### src/rtl/async_fifo_pkg.sv
// Shared definitions for both pointer domains of the dual-clock FIFO.
package async_fifo_pkg;

  // Default FIFO depth exponent and the matching pointer width.
  localparam int DEF_ADDRSIZE = 4;
  localparam int PTR_W        = DEF_ADDRSIZE + 1;

  // Working width of the conversion helpers. Narrower values are passed
  // zero-extended; the upper zeros do not disturb either conversion, so one
  // function serves every pointer width.
  localparam int CONV_W = 32;

  function automatic logic [CONV_W-1:0] bin2gray(input logic [CONV_W-1:0] bin);
    return bin ^ (bin >> 1);
  endfunction

  function automatic logic [CONV_W-1:0] gray2bin(input logic [CONV_W-1:0] gray);
    logic [CONV_W-1:0] bin;
    bin[CONV_W-1] = gray[CONV_W-1];
    for (int i = CONV_W - 2; i >= 0; i--) begin
      bin[i] = bin[i+1] ^ gray[i];
    end
    return bin;
  endfunction

endpackage

### src/rtl/gray2bin_conv.sv
// Gray-to-binary converter: each binary bit is the XOR of all Gray bits at or
// above it. Purely combinational; usable on either side of the FIFO.
module gray2bin_conv #(
  parameter int W = 5
) (
  input  logic [W-1:0] gray,
  output logic [W-1:0] bin
);

  // One XOR reduction per output bit over the Gray bits from that bit upwards.
  for (genvar i = 0; i < W; i++) begin : g_bit
    assign bin[i] = ^gray[W-1:i];
  end

endmodule

### src/rtl/rptr_empty_lvl.sv
// Read-side pointer and status block of the dual-clock FIFO. Advances the
// read pointer on accepted pops and derives empty, almost-empty, occupancy,
// sticky underflow and peak occupancy from the synchronised write pointer.
module rptr_empty_lvl
  import async_fifo_pkg::*;
#(
  parameter int ADDRSIZE = 4,
  parameter int PEAK_EN  = 1
) (
  input  logic                rclk,
  input  logic                rrst_n,
  input  logic                rinc,
  input  logic [ADDRSIZE:0]   rq2_wptr,
  input  logic [ADDRSIZE:0]   ae_thresh,
  input  logic                uf_clr,
  input  logic                pk_clr,
  output logic [ADDRSIZE-1:0] raddr,
  output logic [ADDRSIZE:0]   rptr,
  output logic                rempty,
  output logic                arempty,
  output logic [ADDRSIZE:0]   rlevel,
  output logic                runderflow,
  output logic [ADDRSIZE:0]   rpeak
);

  localparam int PW = ADDRSIZE + 1;

  logic [PW-1:0] rbin;
  logic [PW-1:0] rbinnext;
  logic [PW-1:0] rgraynext;
  logic [PW-1:0] wbin;
  logic [PW-1:0] lvl_next;
  logic [PW-1:0] peak_next;
  logic          pop;
  logic          rempty_val;
  logic          arempty_val;
  logic          underflow_next;

  gray2bin_conv #(.W(PW)) u_g2b (
    .gray (rq2_wptr),
    .bin  (wbin)
  );

  assign raddr = rbin[ADDRSIZE-1:0];

  // Next pointer, occupancy and flag values; all arithmetic is modulo the
  // pointer width so pointer wrap needs no special handling.
  always_comb begin
    pop            = rinc & ~rempty;
    rbinnext       = rbin + {{(PW-1){1'b0}}, pop};
    rgraynext      = PW'(bin2gray(CONV_W'(rbinnext)));
    lvl_next       = wbin - rbinnext;
    rempty_val     = (rgraynext == rq2_wptr);
    arempty_val    = (lvl_next <= ae_thresh);
    underflow_next = runderflow;
    if (rinc & rempty) begin
      underflow_next = 1'b1;
    end else if (uf_clr) begin
      underflow_next = 1'b0;
    end
    peak_next = rpeak;
    if (PEAK_EN == 0) begin
      peak_next = '0;
    end else if (pk_clr) begin
      peak_next = lvl_next;
    end else if (lvl_next > rpeak) begin
      peak_next = lvl_next;
    end
  end

  // Register the pointer and every status output.
  always_ff @(posedge rclk or negedge rrst_n) begin
    if (!rrst_n) begin
      rbin       <= '0;
      rptr       <= '0;
      rempty     <= 1'b1;
      arempty    <= 1'b1;
      rlevel     <= '0;
      runderflow <= 1'b0;
      rpeak      <= '0;
    end else begin
      rbin       <= rbinnext;
      rptr       <= rgraynext;
      rempty     <= rempty_val;
      arempty    <= arempty_val;
      rlevel     <= lvl_next;
      runderflow <= underflow_next;
      rpeak      <= peak_next;
    end
  end

endmodule
### config.mk
export PLATFORM = sky130hd
export DESIGN_NAME = rptr_empty_lvl
export DESIGN_NICKNAME = d
export VERILOG_FILES = /design/src/rtl/async_fifo_pkg.sv /design/src/rtl/gray2bin_conv.sv /design/src/rtl/rptr_empty_lvl.sv
export SDC_FILE = /design/constraint.sdc
export NUM_CORES = 1
export LEC_CHECK = 0
export ABC_AREA = 1
export CORE_AREA = 2 2 53 55
export CTS_CLUSTER_DIAMETER = 30
export DETAILED_ROUTE_END_ITERATION = 8
export DIE_AREA = 0 0 55 57
export DONT_BUFFER_PORTS = 1
export HOLD_SLACK_MARGIN = 0.05
export PLACE_DENSITY = 0.72
export SYNTH_ARGS = -nofsm -noshare
export SYNTH_HDL_FRONTEND = slang
export SYNTH_SLANG_ARGS = --single-unit
### constraint.sdc
create_clock -name rclk -period 3.4 [get_ports rclk]
set_input_delay 0.34 -clock rclk [delete_from_list [all_inputs] [get_ports rclk]]
set_output_delay 0.34 -clock rclk [all_outputs]
set_load 0.03 [all_outputs]
# After elaboration in Yosys (flattened, before gate mapping)
# Cells that the tools add are included.
# word_totals
regBits	23
inputBits	15
output_inout_bits	22
wordCells	26
# op_classes
addsub	2
order_cmp	2
n_eq_ne	1
mux	4
n_bitwise	4
reduce_logical	6
# op_table
cell	count
5-bit two-way mux	2
5-bit by 1-bit adder with 5-bit output	1
5-bit equality test	1
5-bit > comparator	1
5-bit less-or-equal comparator	1
5-bit XOR reduction	1
5-bit subtractor	1
5-bit by 4-bit bitwise XOR with 5-bit output	1
2-bit nonzero test	2
4-bit XOR reduction	1
3-bit XOR reduction	1
1-bit AND	2
1-bit two-way mux	2
2-bit XOR reduction	1
1-bit inverter	1

# Depth between registers and ports, before layout
# depth
ltp_word	7
mapped_depth	25
depth_no_buf	25

# Hierarchy
# From an unflattened synthesis, not the netlist that was laid out.
# hier_totals
hier_cells	202
area_unflattened_um2	1542.7
# modules_own_cells
module	instances	cells_each	area_per_inst_um2	seq_area_each_um2
rptr_empty_lvl	1	181	1425.1	553.0
gray2bin_conv	1	21	117.6	0.0

# Worst setup path before layout
# No wires, ideal clock.
# synth_path
kind	register to register
start	reg rempty
end	reg rpeak[0]
setup_ns	0.127
arrival_ns	3.009
t_required_ns	3.273
path_slack_ns	0.264
stages_incl_launch_ff	22
n_path_buf	0
period_less_slack_ns	3.136
path_cell_list	dfstp_2 > inv_1 > nand3_1 > inv_1 > ha_1 > fa_1 > nor2_1 > nand3_1 > nand2_1 > nand2_1 > nand2_1 > inv_1 > ha_1 > nand2_1 > inv_1 > nand4_1 > o211ai_1 > nand2_1 > nand2_1 > inv_1 > nand2_1 > o21ai_0
# synth_between
elab_chain_cells	6
elab_cells_between_ends	8
cone_classes	add/sub (2); order compare (1); mux (2); bitwise (2); reduce/logical (1)
# synth_lines
element	line_no	rtl
start, declared	rptr_empty_lvl.sv:19	output logic rempty,
start signal, assigned	rptr_empty_lvl.sv:84	rempty <= rempty_val;
1-bit inverter	rptr_empty_lvl.sv:49	pop = rinc & ~rempty;
1-bit AND	rptr_empty_lvl.sv:49	
5-bit by 1-bit adder with 5-bit output	rptr_empty_lvl.sv:50	rbinnext = rbin + {{(PW-1){1'b0}}, pop};
net rbinnext[1]	rptr_empty_lvl.sv:29	logic [PW-1:0] rbinnext;
5-bit subtractor	rptr_empty_lvl.sv:52	lvl_next = wbin - rbinnext;
net lvl_next[4]	rptr_empty_lvl.sv:32	logic [PW-1:0] lvl_next;
5-bit > comparator	rptr_empty_lvl.sv:66	end else if (lvl_next > rpeak) begin
2-bit nonzero test (no source line)	-	
end signal, assigned	rptr_empty_lvl.sv:88	rpeak <= peak_next;
end, declared	rptr_empty_lvl.sv:23	output logic [ADDRSIZE:0] rpeak
# The timed path passes the listed nets, and every way through them passes these cells. The select of a mux whose other input is x is not followed.
# A chain may end at the register's enable or synchronous reset.

# Final worst setup path
# layout_path
start	reg rempty
end	reg rpeak[1]
# The elaborated chain is that of the path after synthesis.

==> flow_metrics.py <==
metrics = {
    "synthesis": {
        "synth_area_um2": 1430,
        "synth_seq_area_share_pct": 38.6,
        "ys_async_sr_fraction_pct": 100,
        "synth.most_common_cell": "nand2_1",
        "syn_avg_cell_area_um2": 7.74,
        "synth_commonest_cells": "49 x nand2_1, 36 x inv_1, 22 x nand3_1, 20 x dfrtp_1, 15 x ha_1",
        "syn-num-nets": 216,
        "ys_types": 22,
        "ys_warn_count": 0,
        "synth_area_leaders": "dfrtp_1 35%, ha_1 13%, nand2_1 13%, inv_1 9.4%, nand3_1 7.7%",
        "synth.top_cell.area_share_pct": 35.0,
        "synth_cells": 185,
        "synth_area_leader_cell": "dfrtp_1",
        "ys_ff_latch": 22,
        "ys.flop_type": "dfrtp_1",
        "synth-edff-count": 0,
    },
    "floorplan": {
        "num_io_pins": 37,
        "core_area_um2": 2620,
        "rows": 19,
        "initial_core_util_pct": 54.7,
        "die_w_um": 55,
        "die_y_um": 57,
        "die-area_um2": 3140,
    },
    "cts": {
        "cts_setup_buffers": 0,
        "clock-sinks": 22,
        "cts-root-buf": "clkbuf_4",
        "cts_buffers": 3,
        "clockBufferDepth": 2,
        "clk_latency_ps": 320,
        "path_clk_slew_ps": 140,
        "cts_max_level": 1,
        "cts_tree": "yes",
    },
    "finish": {
        "drive_gt1_share_pct": 14.3,
        "area_growth_pct": 11.6,
        "nFillCells": 222,
        "nNetsFinal": 228,
        "insertedDiodeCount": 0,
    },
    "route": {
        "drc": 0,
        "via_per_inst": 5.28,
        "wl_um": 2740,
        "drt-wirelength-per-cell_um": 12.1,
        "drt_pre_antenna_iters": 4,
        "ant_nets": 0,
        "drt_iter0_drc": 22,
        "vias": 1199,
    },
    "placement": {
        "detailed_place_hpwl_um": 2270,
        "gp_congestion": 0.924,
        "io_buffers": 0,
    },
    "setup_path": {
        "critPathMaxFanout": 5,
        "critPathRequiredTime_ps": 3620,
        "crit_path_end_kind": "register",
        "crit_type": "reg -> reg",
        "worstReg2RegStart": "rempty",
        "worst_setup_path_start_kind": "register",
        "crit_start": "rempty",
        "max_stage_delay_ps": 570,
        "path_cells": "inv_1 > nand3_2 > inv_1 > ha_4 > inv_1 > ha_1 > inv_1 > nor2_1 > nand3_1 > nand2_1 > nand2_1 > and2_1 > ha_1 > nand2_1 > inv_1 > nand4_1 > o211ai_1 > nand2_1 > nand2_2 > buf_4 > nand2_1 > o21ai_0",
        "critPathSlowestCell": "dfstp_2",
        "critPathArrivalTime_ps": 3310,
    },
    "grt": {
        "grt_use_total_pct": 19.7,
        "grt_overflow": 0,
        "antenna_found_initial": 0,
        "grt_pass1_vias": 1157,
        "grt_max_degree": 23,
        "grt_pass1_wl_um": 4560,
    },
    "min_path": {
        "hp-start": "uf_clr",
        "hold_path.class": "in -> reg",
    },
    "sta": {
        "setup_viol": 0,
        "worst_pin_slew_ps": 980,
        "post-route-period-util_pct": 90.9,
        "fin_skew_ps": 14.2,
        "hold_viol_final": 0,
        "slew_violations": 0,
        "fin_crit_ps": 3090,
        "setup_tns_ps": 0,
        "max-slew-margin-rel_pct": 34.4,
        "rsz0062_at_grt": "false",
        "fmax_mhz": 324,
        "worst_hold_slack_ps": 108,
    },
    "outcome": {
        "outcome": "finished clean",
    },
    "flow_run": {
        "drv_cap": 0,
    },
}
registers in the layout, summed over array words and instances, names as in the netlist:
register    cells
rbin            5
rpeak           5
runderflow      1
arempty         1
rempty          1
rlevel          5
rptr            4
metrics by stage:
stage	setup slack, ps	cell area [µm²]	utilization (%)	cells
after floorplan	264	1430	-	185
after global placement	145	1520	57.9	222
after detailed placement	27.6	1520	57.9	222
after CTS	114	1580	60.3	227
after global routing	9.41	1600	61.1	227
final	311	1600	61.1	227
cells by family (layout without fill, tap and decap cells):
group           count (synthesis)  after routing  synth area share [%]
simple gates                   92             92                  28.8
buf+inv                        38             49                  9.97
flops                          22             22                  38.6
fa+ha+maj                      16             16                  14.5
compound gates                 14             14                  5.77
xor+xnor                        3              3                  2.36
cell usage in the layout, fill, tap and decap left out, drive strengths merged, types with 2 or more instances in the layout:
| cell | Yosys | routed |
|---|---|---|
| clkbuf | 0 | 3 |
| ha | 15 | 15 |
| o21bai | 2 | 2 |
| o21ai | 3 | 3 |
| xor2 | 2 | 2 |
| a21oi | 5 | 5 |
| nand2 | 58 | 58 |
| dfrtp | 20 | 20 |
| inv | 38 | 38 |
| nand4 | 3 | 3 |
| nand3 | 23 | 23 |
| nor2 | 7 | 7 |
| buf | 0 | 6 |
| dfstp | 2 | 2 |
| o22ai | 2 | 2 |
timing repair:
| action | 4_1_cts | 5_1_grt |
|---|---|---|
| gates resized for setup | 0 | 4 |
| hold buffers | 1 | 0 |
| hold endpoints to repair | 22 | 0 |
| setup endpoints to repair | 0 | 5 |
layer usage:
metal	share of wire, %	global-route usage, %	up-vias
li1	-	-	606
met1	43	24.3	551
met2	51	33.5	38
met3	5.4	3.66	4
met4	1.1	6.97	0
met5	0	0	-
worst paths after layout:
kind / slack, ps / cells after the start / end
setup / recovery: 310 / 22 / rpeak[1]
hold / removal: 110 / 1 / runderflow
setup reg to reg: 310 / 22 / rpeak[1]
hold reg to reg: 580 / 2 / runderflow
max in group asynchronous: 2190 / 1 / rlevel[3]
min in group asynchronous: 610 / 1 / rptr[1]
worst max-delay path: cells and delay by family, from the launching register on:
| family | cells | cell delay (ps) |
|---|---|---|
| AO/OA/AOI/OAI | 2 | 150 |
| flip-flops | 1 | 570 |
| adder cells (fa/ha/maj) | 3 | 860 |
| AND/OR/NAND/NOR | 11 | 960 |
| buffers and inverters | 6 | 440 |
layout make-up:
cell class / count / area, µm² / area share, %
Inverter: 38 / 143 / 8.93
Sequential cell: 22 / 553 / 34.6
Clock buffer: 3 / 22.5 / 1.41
Clock inverter: 1 / 30.0 / 1.88
Tap cell: 31 / 38.8 / 2.43
Timing Repair Buffer: 7 / 55.1 / 3.45
Multi-Input combinational cell: 125 / 756 / 47.3
Power is left out: the tool's default activity adds up to more than one toggle a clock period on the data nets, which glitch-free logic cannot reach.
